File: src/rtl/ctrl_pkg.sv
// Shared opcodes, FSM states and control bundle for the fetch/decode/execute sequencer.
// CTRL_HALT_ON_ILLEGAL_EN adds the HALT state.
package ctrl_pkg;

  localparam logic [7:0] OP_NOP  = 8'h00;
  localparam logic [7:0] OP_CLB  = 8'hF0;
  localparam logic [7:0] OP_CLC  = 8'hF1;
  localparam logic [3:0] OPH_LDM = 4'hD;
  localparam logic [3:0] OPH_LD  = 4'hA;
  localparam logic [3:0] OPH_STR = 4'hB;
  localparam logic [3:0] OPH_JUN = 4'h4;

  typedef enum logic [2:0] {
    ST_IDLE,
    ST_FETCH,
    ST_FETCH2,
`ifdef CTRL_HALT_ON_ILLEGAL_EN
    ST_EXEC,
    ST_HALT
`else
    ST_EXEC
`endif
  } state_t;

  typedef struct packed {
    logic clear_carry;
    logic clear_accumulator;
    logic write_accumulator;
    logic acc_input_sel;
    logic write_register;
    logic reg_input_sel;
  } ctrl_t;

  function automatic logic is_two_byte(input logic [7:0] op);
    return op[7:4] == OPH_JUN;
  endfunction

endpackage

File: src/rtl/inst_decoder.sv
// Combinational instruction decode: IR byte to datapath control bundle plus illegal flag.
module inst_decoder
  import ctrl_pkg::*;
(
  input  logic [7:0] ir_i,
  output ctrl_t      ctrl_o,
  output logic       illegal_o
);

  always_comb begin
    ctrl_o    = '0;
    illegal_o = 1'b0;
    case (ir_i[7:4])
      OPH_LDM: ctrl_o.write_accumulator = 1'b1;
      OPH_LD: begin
        ctrl_o.write_accumulator = 1'b1;
        ctrl_o.acc_input_sel     = 1'b1;
      end
      OPH_STR: ctrl_o.write_register = 1'b1;
      // JUN completes in FETCH2 and never reaches EXEC, so it is not flagged here.
      OPH_JUN: ;
      default: begin
        if (ir_i == OP_CLB) begin
          ctrl_o.clear_accumulator = 1'b1;
          ctrl_o.clear_carry       = 1'b1;
        end else if (ir_i == OP_CLC) begin
          ctrl_o.clear_carry = 1'b1;
        end else if (ir_i != OP_NOP) begin
          illegal_o = 1'b1;
        end
      end
    endcase
  end

endmodule

File: src/rtl/control_sequencer.sv
// Fetch/decode/execute sequencer driving the 4-bit datapath strobes from ROM instructions.
// CTRL_HALT_ON_ILLEGAL_EN: an undefined opcode parks the FSM in HALT until reset.
module control_sequencer
  import ctrl_pkg::*;
#(
  parameter int unsigned     PC_W     = 12,
  parameter logic [PC_W-1:0] RESET_PC = '0
) (
  input  logic            clock,
  input  logic            reset,
  output logic            rom_req,
  output logic [PC_W-1:0] rom_addr,
  input  logic            rom_ack,
  input  logic [7:0]      rom_data,
  output logic            clear_carry,
  output logic            clear_accumulator,
  output logic            write_accumulator,
  output logic            acc_input_sel,
  output logic            write_register,
  output logic            reg_input_sel,
  output logic [3:0]      inst_operand,
  output logic            inst_retired,
  output logic            illegal_op
);

  state_t          state_q, state_d;
  logic [PC_W-1:0] pc_q, pc_d;
  logic [7:0]      ir_q, ir_d;
  ctrl_t           dec_ctrl;
  logic            dec_illegal;

  inst_decoder u_dec (
    .ir_i      (ir_q),
    .ctrl_o    (dec_ctrl),
    .illegal_o (dec_illegal)
  );

  always_ff @(posedge clock or negedge reset) begin
    if (!reset) begin
      state_q <= ST_IDLE;
      pc_q    <= RESET_PC;
      ir_q    <= '0;
    end else begin
      state_q <= state_d;
      pc_q    <= pc_d;
      ir_q    <= ir_d;
    end
  end

  always_comb begin
    state_d = state_q;
    pc_d    = pc_q;
    ir_d    = ir_q;
    case (state_q)
      ST_IDLE: state_d = ST_FETCH;
      ST_FETCH: if (rom_ack) begin
        ir_d    = rom_data;
        pc_d    = pc_q + PC_W'(1);
        state_d = is_two_byte(rom_data) ? ST_FETCH2 : ST_EXEC;
      end
      ST_FETCH2: if (rom_ack) begin
        pc_d    = PC_W'({ir_q[3:0], rom_data});
        state_d = ST_FETCH;
      end
`ifdef CTRL_HALT_ON_ILLEGAL_EN
      ST_EXEC: state_d = dec_illegal ? ST_HALT : ST_FETCH;
      ST_HALT: state_d = ST_HALT;
`else
      ST_EXEC: state_d = ST_FETCH;
`endif
      default: state_d = ST_IDLE;
    endcase
  end

  always_comb begin
    rom_req           = 1'b0;
    clear_carry       = 1'b0;
    clear_accumulator = 1'b0;
    write_accumulator = 1'b0;
    acc_input_sel     = 1'b0;
    write_register    = 1'b0;
    reg_input_sel     = 1'b0;
    inst_retired      = 1'b0;
    illegal_op        = 1'b0;
    case (state_q)
      ST_FETCH: rom_req = 1'b1;
      ST_FETCH2: begin
        rom_req      = 1'b1;
        inst_retired = rom_ack;
      end
      ST_EXEC: begin
        clear_carry       = dec_ctrl.clear_carry;
        clear_accumulator = dec_ctrl.clear_accumulator;
        write_accumulator = dec_ctrl.write_accumulator;
        acc_input_sel     = dec_ctrl.acc_input_sel;
        write_register    = dec_ctrl.write_register;
        reg_input_sel     = dec_ctrl.reg_input_sel;
        illegal_op        = dec_illegal;
`ifdef CTRL_HALT_ON_ILLEGAL_EN
        inst_retired      = !dec_illegal;
`else
        inst_retired      = 1'b1;
`endif
      end
      default: ;
    endcase
  end

  assign rom_addr     = pc_q;
  assign inst_operand = ir_q[3:0];

endmodule

File: config.mk
export PLATFORM = sky130hd
export DESIGN_NAME = control_sequencer
export DESIGN_NICKNAME = d
export VERILOG_FILES = /design/src/rtl/ctrl_pkg.sv /design/src/rtl/inst_decoder.sv /design/src/rtl/control_sequencer.sv
export SDC_FILE = /design/constraint.sdc
export NUM_CORES = 1
export LEC_CHECK = 0
export BUFFER_PORTS_ARGS = -buffer_cell sky130_fd_sc_hd__buf_2
export CORE_ASPECT_RATIO = 0.8
export CORE_MARGIN = 1.5
export CORE_UTILIZATION = 46
export DETAILED_ROUTE_END_ITERATION = 10
export MAX_ROUTING_LAYER = met4
export PLACE_DENSITY_LB_ADDON = 0.3
export SLEW_MARGIN = 20
export SYNTH_ARGS = -nofsm -noshare
export SYNTH_HDL_FRONTEND = slang
export SYNTH_SLANG_ARGS = --single-unit
File: constraint.sdc
create_clock -name clock -period 2.15 [get_ports clock]
set_clock_uncertainty 0.05 [all_clocks]
set_input_delay 0.1075 -clock clock [delete_from_list [all_inputs] [get_ports clock]]
set_output_delay 0.1075 -clock clock [all_outputs]
set_load 0.01 [all_outputs]
---- Word level (Yosys, flattened, before mapping) ----
Cells that the tools add are included.
operators by class
  equal/unequal tests ..................... 12
  reduce and logical (&&, ||, !) cells .... 10
  $add $sub $neg .......................... 1
  multiplexer cells ....................... 26
operators by type and width
  cell                     number
  $mux W12                 2
  $pmux W12 S2             1
  $mux W1                  18
  $eq A8 B8 Y1 const B     2
  $add A12 B1 Y12 const B  1
  $eq A4 B4 Y1 const B     3
  $pmux W3 S3              1
  $eq A4 B3 Y1 const B     2
  $reduce_bool A8 Y1       1
  $eq A3 B2 Y1 const B     2
  $mux W3                  2
  $reduce_or A2 Y1         3
  $ne A2 B2 Y1 const B     2
  $reduce_and A2 Y1        2
  $reduce_or A4 Y1         1
  $eq A3 B1 Y1 const B     1
  $logic_not A3 Y1         1
  $reduce_and A3 Y1        1
  $mux W2                  1
  $pmux W1 S2              1
  $reduce_bool A2 Y1       1
storage, ports and cells
  input port bits ......................... 11
  flip-flop bits (word level) ............. 23
  logic and storage cells ................. 52
  output and inout port bits .............. 25

---- Logic depth before layout (Yosys ltp) ----
Gate-level depths: netlist (run 1).
  depth after elaboration ................. 6
  mapped depth ............................ 7
  gate-level depth less buffers ........... 6

---- By module ----
Synthesis (run 1) repeated with hierarchy kept, for this count alone.
second synthesis, totals
  cells, all modules ...................... 152
  area total of the unflattened synthesis .. 1390.1 um^2
modules (own cells, without submodules)
  module             seq. area each (um^2)  area each (um^2)  cells each  times used
  control_sequencer  550.5                  1270.0            133         1
  inst_decoder       0.0                    120.1             19          1

---- Least setup slack after synthesis (run 1) ----
Ideal clock, no wire load.
  kind .................................... reg-to-reg
  start point ............................. register state_q[1]
  end point ............................... register pc_q[11] (netlist: rom_addr[11])
  setup time .............................. 0.138 ns
  arrival time ............................ 1.426 ns
  path slack .............................. 0.537 ns
  path buffers ............................ 1
  period minus slack after synthesis ...... 1.613 ns
  data required time ...................... 1.962 ns
  cell stages (with the launch flop) ...... 8
  cells stage by stage .................... dfrtp_1 inv_1 ha_1 buf_2 nand4_1 nor4_2 mux2i_1 a21oi_1
between the ends
  word-level cells in the longest chain between the ends .. 3
  elaborated cells on any way between the ends .. 7
  classes of those cells .................. eq/ne (4); mux (1); reduce/logical (2)
RTL lines
  item                                                                        line                     RTL
  start, declared                                                             control_sequencer.sv:26  state_t state_q, state_d;
  start signal, assigned                                                      control_sequencer.sv:44  state_q <= state_d;
  $eq A3 B1 Y1 / $eq A3 B2 Y1 (equally long branches)                         control_sequencer.sv:54  case (state_q)
  $ne A2 B2 Y1 (no source line) / $reduce_bool A2 Y1 (equally long branches)  -
  $reduce_and A3 Y1 (no source line)                                          -
  end signal, assigned                                                        control_sequencer.sv:45  pc_q <= pc_d;
  end, declared                                                               control_sequencer.sv:27  logic [PC_W-1:0] pc_q, pc_d;
Several ways; a longest one is shown, not always the timed one.
A chain may end at the register's enable or synchronous reset.

---- Final worst setup path (run 1) ----
  start point ............................. register ir_q[4]
  end point ............................... output illegal_op
between the ends
  word-level cells in the longest chain between the ends .. 6
  elaborated cells on any way between the ends .. 13
  classes of those cells .................. eq/ne (6); mux (5); reduce/logical (2)
RTL lines
  item                    line                     RTL
  start, declared         control_sequencer.sv:28  logic [7:0] ir_q, ir_d;
  start signal, assigned  control_sequencer.sv:46  ir_q <= ir_d;
  $reduce_bool A8 Y1      inst_decoder.sv:28       end else if (ir_i != OP_NOP) begin
  $mux W1                 inst_decoder.sv:28
  $mux W1                 inst_decoder.sv:26       end else if (ir_i == OP_CLC) begin
  $mux W1                 inst_decoder.sv:23       if (ir_i == OP_CLB) begin
  $mux W1 (*)             inst_decoder.sv:13       case (ir_i[7:4])
  $mux W1 (*)             control_sequencer.sv:85  case (state_q)
  end, declared           control_sequencer.sv:23  output logic illegal_op
Every way passes the cells marked *; elsewhere a longest branch is shown, timed or not.

==> results of run 1 <==
## worst paths after layout
kind / from / endpoint / depth (start not counted)
max: ir_q[4] / illegal_op / 5
min: rom_data[0] / ir_q[0] / 2
max reg2reg: state_q[1] / rom_addr[11] / 6
min reg2reg: rom_addr[1] / rom_addr[1] / 2
max in group asynchronous: reset / rom_addr[7] / 2
min in group asynchronous: reset / rom_addr[5] / 2
## per-layer routing
| metal | vias to the layer above | track usage |
|---|---|---|
| met5 | - | - |
| met4 | 0 | 0.0688 |
| met3 | 6 | 0.0563 |
| met2 | 54 | 0.365 |
| met1 | 612 | 0.301 |
| li1 | 595 | - |
## worst reg2reg max path, cell delays in order (launching register included)
cell and delay [ns]:
dfrtp_1 0.40, inv_1 0.10, ha_1 0.33, nand4_1 0.23, nor4_2 0.33, mux2i_1 0.22
a21oi_1 0.09
## stage by stage
| stage | hold WS, ns | total power, uW | util | instance area, um2 | worst slack (ns) |
|---|---|---|---|---|---|
| final | 0.0494 | 1870 | 0.568 | 1580 | 0.160 |
| after global routing | 0.0502 | 2000 | 0.568 | 1580 | 0.0490 |
| after CTS | 0.0469 | 1880 | 0.568 | 1580 | 0.150 |
| after detailed placement | 0.0524 | 1580 | 0.545 | 1520 | 0.357 |
| after global placement | 0.0421 | 1550 | 0.545 | 1520 | 0.439 |
| after floorplan | -0.238 | 1350 | - | 1370 | 0.537 |
## cell type report
cell class,instances,area share
Multi-Input combinational cell,105,0.443
Sequential cell,22,0.348
Timing Repair Buffer,38,0.128
Clock buffer,4,0.0348
Tap cell,38,0.0300
Inverter,7,0.0166
## state kept, by name, summed over array words and instances (netlist names)
register	cells
state_q	2
rom_addr	12
ir_q	8
## cells by family after synthesis
kind of cell | after synthesis | share of synthesized area
XOR/XNOR | 1 | 0.00640
buffers and inverters | 20 | 0.0850
flip-flops | 22 | 0.402
multiplexers | 11 | 0.0878
AO/OA/AOI/OAI | 37 | 0.185
AND/OR/NAND/NOR | 51 | 0.195
adder cells (fa/ha/maj) | 4 | 0.0366
other | 1 | 0.00274
## Yosys cell counts (2+ instances only)
library cell and count:
mux2_2 8, a21oi_1 12, ha_1 4, inv_1 7, dfrtp_1 22, buf_4 5
o32a_1 4, buf_2 3, o22ai_1 5, nand2_1 13, mux2i_1 3, a211oi_1 2
and3_1 2, clkbuf_1 2, nand2b_1 2, nand4_1 3, nor3b_1 2, nor2_1 9
o21ai_0 4, nor3_1 4, o31ai_1 3, nand3_1 8
## power groups by stage
| stage | combinational (uW) | sequential (uW) | clock [uW] |
|---|---|---|---|
| final | 757 | 822 | 292 |
| after global routing | 841 | 850 | 314 |
| after CTS | 763 | 815 | 304 |
| after detailed placement | 756 | 822 | 0 |
| after global placement | 745 | 806 | 0 |
| after floorplan | 591 | 762 | 0 |
## timing repair
action | in CTS | in global routing
resized for setup | 0 | 0
endpoints found under the hold margin | 22 | 0
hold buffers | 1 | 0
==> flow_summary.yaml, run 1 <==
clocking:
  clk_pin_slew_ns: 0.08
  clock_latency_ns: 0.26
  cts_buffers: 3
  cts_sinks: 22
  cts_tree: "yes"
  cts.htree.levels: 1
  post-cts-setup-buffers: 0
  clockBufferDepth: 2
  cts-root-buf: "clkbuf_8"
power_and_ir_drop:
  pwr-share-seq: 0.439
  p_switching_uw: 764
  p_leak_uw: 0.000691
  irDropWorstVdd_uv: 699
  combinationalPowerShare: 0.404
  switching_share: 0.408
  p_per_area_nw_per_um2: 1180
  intPower_uw: 1110
  pwr-share-clk: 0.156
synth:
  yosysSeqAreaShare: 0.402
  netlist_instances: 147
  syn-num-nets: 162
  yosysWarnings: 0
  synth_flop_cell: "dfrtp_1"
  yosysTopAreaCell: "dfrtp_1"
  synthDominantCellAreaShare: 0.402
  syn-cell-area_um2: 1370
  synth-async-reset-ratio: 1.00
  synth-edff-count: 0
  syn_avg_cell_area_um2: 9.31
  yosysUniqueCellTypes: 42
  ys_ff_latch: 22
  synth_area_leaders: "dfrtp_1, mux2_2, a21oi_1, ha_1, nand2_1"
final_layout:
  final_common_cell: "buf_2"
  layout_common_cells: "buf_2, dfrtp_1, nand2_1, a21oi_1, nor2_1"
  multi_input_area_um2: 702
  n_fill_cell: 280
  diodes: 0
  fin_cells: 214
  nets: 192
  seqCellArea_um2: 551
  drive_gt1_frac: 0.307
  area_growth_pct: 15.7
worst_setup_path:
  critPathTopFamily: "simple AND/OR/NAND/NOR gates"
  end_kind: "output pin"
  crit_required_ns: 1.99
  critPathSlowestCell: "or4_1"
  worstSetupPathType: "flip-flop to output pin"
  cp_max_fo: 9
  rrSetupSlack_ns: 0.27
  start_kind: "flip-flop"
  critPathBufInv: 1
  cp.arrival_ns: 1.83
  path_cells: "or4_1 > o22ai_1 > nand2_1 > o2111a_1 > buf_2"
  critPathMaxStageDelay_ns: 0.55
detailed_routing:
  top_layer: "met4"
  wl_per_cell_um: 16.3
  drc_errors: 0
  vias_per_cell: 5.92
  num_vias: 1267
  wl_um: 3490
  firstDrtPassIters: 4
  wl_met3_um: 231
  wl_met1_um: 1560
  postRouteAntennaNets: 0
  drtIter0Drc: 128
  wl_met2_um: 1660
timing:
  setup_violations: 0
  fin_crit_sh: 0.926
  grt_setup_unrepaired: "false"
  tns_ns: 0
  slew_violations: 0
  hold_violations: 0
  fmax_mhz: 502
  timing.final.crit_period_ns: 1.99
grt:
  antenna_found_initial: 0
  gr-total-overflow: 0
  grt_pass1_vias: 1176
  grt_first_pass_wirelength_um: 5640
  track_usage: 0.232
  grt_max_degree: 23
placed_design:
  port-buffer-count: 34
  hpwl_um: 2630
  gp_congestion: 0.899
  dp.cells: 209
floorplan:
  rows: 17
  core_um2: 2790
  start_util: 0.491
  die-area_um2: 3310
  die_width_um: 64.0
  die_h_um: 51.8
  io_pins: 36
worst_hold_path:
  hold_path.class: "input port to flip-flop"
run:
  maxCapViolations: 0
outcome:
  outcome: "complete, no violations"
(Power assumes the default switching activity.)
==> run 2: changes to the inputs <==
--- a/config.mk
+++ b/config.mk
@@ -5,6 +5,7 @@
 export SDC_FILE = /design/constraint.sdc
 export NUM_CORES = 1
 export LEC_CHECK = 0
+export ABC_AREA = 1
 export BUFFER_PORTS_ARGS = -buffer_cell sky130_fd_sc_hd__buf_2
 export CORE_ASPECT_RATIO = 0.8
 export CORE_MARGIN = 1.5
==> run 2 against run 1 <==
Synthesized cell count rose by 30%. Via count rose by 7.7%. Final cell count rose by 21%. Flip-flop and latch count did not move. Critical endpoint is now inst_retired.
==> flow_summary.yaml, run 2 <==
worst_setup_path:
  start_kind: "flip-flop"
  worstSetupPathType: "flip-flop to output pin"
  cp_max_fo: 13
  critPathTopFamily: "flip-flops"
  crit_required_ns: 1.99
  critPathBufInv: 2
  startpoint: "state_q[0]"
  path_cells: "inv_1 > ha_1 > nand2_1 > nand2_1 > buf_2"
  critPathSlowestCell: "dfrtp_1"
  crit_path_frequent_cell: "nand2_1"
  cp.arrival_ns: 1.62
  end_kind: "output pin"
  r2r_start: "state_q[0]"
  critPathMaxStageDelay_ns: 0.42
detailed_routing:
  drc_errors: 0
  wl_um: 3280
  wl_per_cell_um: 12.7
  vias_per_cell: 5.27
  firstDrtPassIters: 4
  num_vias: 1365
  postRouteAntennaNets: 0
  drtIter0Drc: 130
power_and_ir_drop:
  p_per_area_nw_per_um2: 1160
  pwr-share-clk: 0.209
  p_leak_uw: 0.000832
  finalPower_uw: 1870
  p_switching_uw: 774
  irDropWorstVdd_uv: 661
  combinationalPowerShare: 0.408
  pwr-share-seq: 0.383
  switching_share: 0.414
  intPower_uw: 1100
clocking:
  post-cts-setup-buffers: 0
  cts_tree: "yes"
  clockBufferDepth: 2
  clk_pin_slew_ns: 0.08
  cts-root-buf: "clkbuf_8"
  cts_buffers: 3
  cts_sinks: 22
  cts.htree.levels: 1
  clock_latency_ns: 0.27
placed_design:
  hpwl_um: 2460
  gp_congestion: 0.884
  port-buffer-count: 34
grt:
  grt_pass1_vias: 1133
  grt_max_degree: 23
  antenna_found_initial: 0
  met2_usage: 0.286
  grt_first_pass_wirelength_um: 5240
  gr-total-overflow: 0
  met1_usage: 0.318
  grt.busiest_layer: "met1"
  track_usage: 0.210
  grtUsageMet3: 0.0495
final_layout:
  layout_common_cells: "nand2_1, buf_2, inv_1, dfrtp_1, nor2_1"
  n_fill_cell: 284
  area_growth_pct: 16.3
  final_common_cell: "nand2_1"
  diodes: 0
  multi_input_area_um2: 664
  largest_reg_flops: 12
  nets: 237
  seqCellArea_um2: 551
  drive_gt1_frac: 0.213
synth:
  yosysMostFrequentCell: "nand2_1"
  synth_area_leaders: "dfrtp_1, nand2_1, inv_1, o21ai_0, nand3_1"
  synth_flop_cell: "dfrtp_1"
  syn_avg_cell_area_um2: 7.29
  syn-num-nets: 206
  synth-edff-count: 0
  yosysSeqAreaShare: 0.395
  yosysTopAreaCell: "dfrtp_1"
  ys_ff_latch: 22
  yosysWarnings: 0
  synth-async-reset-ratio: 1.00
  syn-cell-area_um2: 1390
  synth_common_cells: "nand2_1, inv_1, dfrtp_1, nor2_1, o21ai_0"
  yosysUniqueCellTypes: 28
  synthDominantCellAreaShare: 0.395
  netlist_instances: 191
timing:
  setup_violations: 0
  fin_crit_sh: 0.826
  hold_violations: 0
  worst_pin_slew_ns: 0.503
  fmax_mhz: 563
  slew_violations: 0
  grt_setup_unrepaired: "false"
  timing.final.crit_period_ns: 1.78
  relSlewSlack: 0.664
  tns_ns: 0
floorplan:
  io_pins: 36
  rows: 17
  start_util: 0.496
  die-area_um2: 3370
  die_h_um: 52.2
  die_width_um: 64.5
  core_um2: 2810
outcome:
  outcome: "complete, no violations"
worst_hold_path:
  hold_path.class: "input port to flip-flop"
  min-delay-start: "rom_data[0]"
run:
  maxCapViolations: 0
==> run 2: logic make-up (layout without fill, tap and decap cells) <==
kind of cell | count (synthesis) | count (layout) | synth area share
XOR/XNOR | 1 | 1 | 0.00629
buffers and inverters | 36 | 66 | 0.128
other | 1 | 1 | 0.00269
AND/OR/NAND/NOR | 93 | 93 | 0.298
flip-flops | 22 | 22 | 0.395
adder cells (fa/ha/maj) | 4 | 4 | 0.0359
AO/OA/AOI/OAI | 34 | 34 | 0.134
==> run 2: worst paths after layout <==
path | end | slack (ns) | cells after the start
setup / recovery | inst_retired | 0.37 | 5
hold / removal | ir_q[0] | 0.01 | 3
setup reg to reg | rom_addr[8] | 0.48 | 7
hold reg to reg | ir_q[5] | 0.48 | 2
max in group asynchronous | state_q[0] | 1.42 | 2
min in group asynchronous | ir_q[2] | 0.28 | 2
==> run 2: final cells by class <==
cell class | count | area share
Multi-Input combinational cell | 133 | 0.410
Sequential cell | 22 | 0.340
Timing Repair Buffer | 36 | 0.116
Inverter | 26 | 0.0603
Tap cell | 38 | 0.0294
Clock buffer | 3 | 0.0255
Clock inverter | 1 | 0.0185
==> run 2: timing repair <==
action,4_1_cts,5_1_grt
hold buffers,1,0
setup endpoints to repair,0,0
gates resized for setup,0,0
hold endpoints to repair,22,0
==> run 2: power groups by stage <==
stage | Combinational, uW | Clock (uW) | Sequential (uW)
floorplan | 504 | 0 | 738
finish | 764 | 391 | 716
CTS | 766 | 395 | 712
detailed placement | 752 | 0 | 721
global placement | 751 | 0 | 718
global route | 863 | 414 | 739
==> run 2: worst reg2reg max path, stage by stage, from the launching register on <==
cell and delay (ns):
dfrtp_1 0.42, inv_1 0.07, ha_1 0.41, nand2_1 0.23
inv_2 0.14, or2_0 0.12, a21oi_1 0.04, a21oi_1 0.12
==> run 2: stage by stage <==
step | std cells | util | instance area (um2) | hold WS (ns) | setup slack (ns)
2_1_floorplan | 191 | - | 1390 | -0.238 | 0.769
3_3_place_gp | 254 | 0.548 | 1540 | 0.0566 | 0.510
3_5_place_dp | 254 | 0.548 | 1540 | 0.0532 | 0.500
4_1_cts | 259 | 0.577 | 1620 | 0.00704 | 0.381
5_1_grt | 259 | 0.577 | 1620 | 0.0194 | 0.256
6_report | 259 | 0.577 | 1620 | 0.0110 | 0.373
==> run 2: layer usage <==
layer,share of wire,wire length (um)
met4,0.0037,12
met5,0,0
met2,0.42,1380
met3,0.089,292
met1,0.49,1600
==> run 3: changes to the inputs <==
==> constraint.sdc (replaced) <==
create_clock -name clock -period 1.69 [get_ports clock]
set_clock_uncertainty 0.05 [all_clocks]
set_input_delay 0.0845 -clock clock [delete_from_list [all_inputs] [get_ports clock]]
set_output_delay 0.0845 -clock clock [all_outputs]
set_load 0.01 [all_outputs]
==> run 3 against run 2 <==
The run now ends with negative hold slack left. Cell area rose by 0.46%. Global-route usage up 0.78 points. Die area unchanged. Clock-buffer cell count unchanged. Routed wire length is 2.1% lower. Final cell count up 0.77%. Clock power shrank 17%. Critical path type is now flip-flop to flip-flop. Critical endpoint is now rom_addr[8].
==> flow_summary.yaml, run 3 (same netlist as run 2, synthesis figures left out) <==
worst_setup_path:
  startpoint: "state_q[1]"
  start_kind: "flip-flop"
  critPathBufInv: 2
  worstSetupPathType: "flip-flop to flip-flop"
  cp.arrival_ns: 1.68
  critPathTopFamily: "flip-flops"
  critPathSlowestCell: "dfrtp_1"
  critPathMaxStageDelay_ns: 0.41
  crit_path_frequent_cell: "a21oi_1"
  crit_required_ns: 1.81
  cp_max_fo: 4
  r2r_start: "state_q[1]"
  end_kind: "flip-flop"
  path_cells: "inv_1 > ha_1 > nand2_1 > buf_4 > nor3_2 > a21oi_1 > a21oi_1"
timing:
  slew_violations: 0
  whs_ns: -0.00158
  fin_crit_sh: 0.923
  setup_violations: 0
  hold_violations: 1
  fmax_mhz: 641
  final.setup.worst_slack_ns: 0.131
  timing.final.crit_period_ns: 1.56
  tns_ns: 0
  grt_setup_unrepaired: "true"
clocking:
  clk_pin_slew_ns: 0.08
  cts_sinks: 22
  cts_tree: "yes"
  clockBufferDepth: 2
  post-cts-setup-buffers: 0
  cts.htree.levels: 1
  cts_buffers: 3
  clock_latency_ns: 0.26
  cts-root-buf: "clkbuf_8"
detailed_routing:
  firstDrtPassIters: 4
  drc_errors: 0
  vias_per_cell: 5.09
  wl_met2_um: 1340
  wl_um: 3210
  num_vias: 1329
  drtIter0Drc: 60
  top_layer: "met4"
  wl_met3_um: 242
  wl_per_cell_um: 12.3
  wl_met1_um: 1620
  postRouteAntennaNets: 0
power_and_ir_drop:
  pwr-share-seq: 0.410
  combinationalPowerShare: 0.445
  switching_share: 0.436
  irDropWorstVdd_uv: 939
  p_per_area_nw_per_um2: 1360
  p_leak_uw: 0.000831
  p_switching_uw: 968
  intPower_uw: 1250
  pwr-share-clk: 0.146
floorplan:
  core_um2: 2810
  die_h_um: 52.2
  start_util: 0.496
  die-area_um2: 3370
  io_pins: 36
  die_width_um: 64.5
  rows: 17
grt:
  grt_pass1_vias: 1121
  gr-total-overflow: 0
  grt_first_pass_wirelength_um: 5440
  antenna_found_initial: 0
  track_usage: 0.218
  grt_max_degree: 23
outcome:
  violations: "negative hold slack"
  outcome: "finished, violations left"
placed_design:
  hpwl_um: 2530
  dp.cells: 257
  dp_slack_ns: 0.131
  port-buffer-count: 34
  gp_congestion: 0.867
final_layout:
  drive_gt1_frac: 0.233
  area_growth_pct: 16.8
  fin_cells: 261
  nets: 240
  largest_reg_flops: 12
  layout_common_cells: "nand2_1, buf_2, inv_1, dfrtp_1, nor2_1"
  diodes: 0
  final_common_cell: "nand2_1"
worst_hold_path:
  min-delay-start: "rom_data[0]"
  hold_path.class: "input port to flip-flop"
run:
  maxCapViolations: 0
==> run 3: power groups by stage <==
stage / Clock, uW / Sequential [uW] / Combinational [uW]
floorplan: 0 / 938 / 641
global route: 345 / 942 / 1120
CTS: 328 / 906 / 981
detailed placement: 0 / 916 / 976
global placement: 0 / 912 / 963
finish: 323 / 909 / 986
==> run 3: final timing paths <==
check	to	slack (ns)	cells after the start
worst max-delay path	rom_addr[8]	0.13	7
worst min-delay path	ir_q[0]	-0.002	3
worst max register to register	rom_addr[8]	0.13	7
worst min register to register	ir_q[7]	0.47	2
max in group asynchronous	rom_addr[9]	0.99	2
min in group asynchronous	ir_q[4]	0.26	2
==> run 3: cell type report <==
class,count,area (um2)
clock buffer,3,41.3
fill,288,1180
inverter,26,97.6
multi-input combinational,133,679
sequential,22,551
tap,38,47.5
timing repair buffer,39,210
==> run 3: metal layers <==
metal	GRT usage	vias up
li1	-	681
met1	0.322	604
met2	0.306	40
met3	0.0602	4
met4	0.0284	0
met5	-	-
==> run 3: worst register-to-register path, cell delays in order (launching register included) <==
cell	delay, ns
dfrtp_1	0.41
inv_1	0.08
ha_1	0.26
nand2_1	0.13
buf_4	0.16
nor3_2	0.14
a21oi_1	0.08
a21oi_1	0.17
==> run 3: metrics by stage <==
step	utilization	total power, uW	hold WS [ns]	area [um2]
floorplan	-	1580	-0.261	1390
global placement	0.556	1870	0.0346	1560
detailed placement	0.556	1890	0.0366	1560
CTS	0.574	2210	0.000506	1610
global route	0.579	2410	0.0189	1630
finish	0.579	2220	-0.00158	1630
==> run 3: timing repair <==
item,CTS,global route
endpoints found under the hold margin,22,0
endpoints found under the setup margin,0,6
hold buffers,1,0
gates resized for setup,0,4
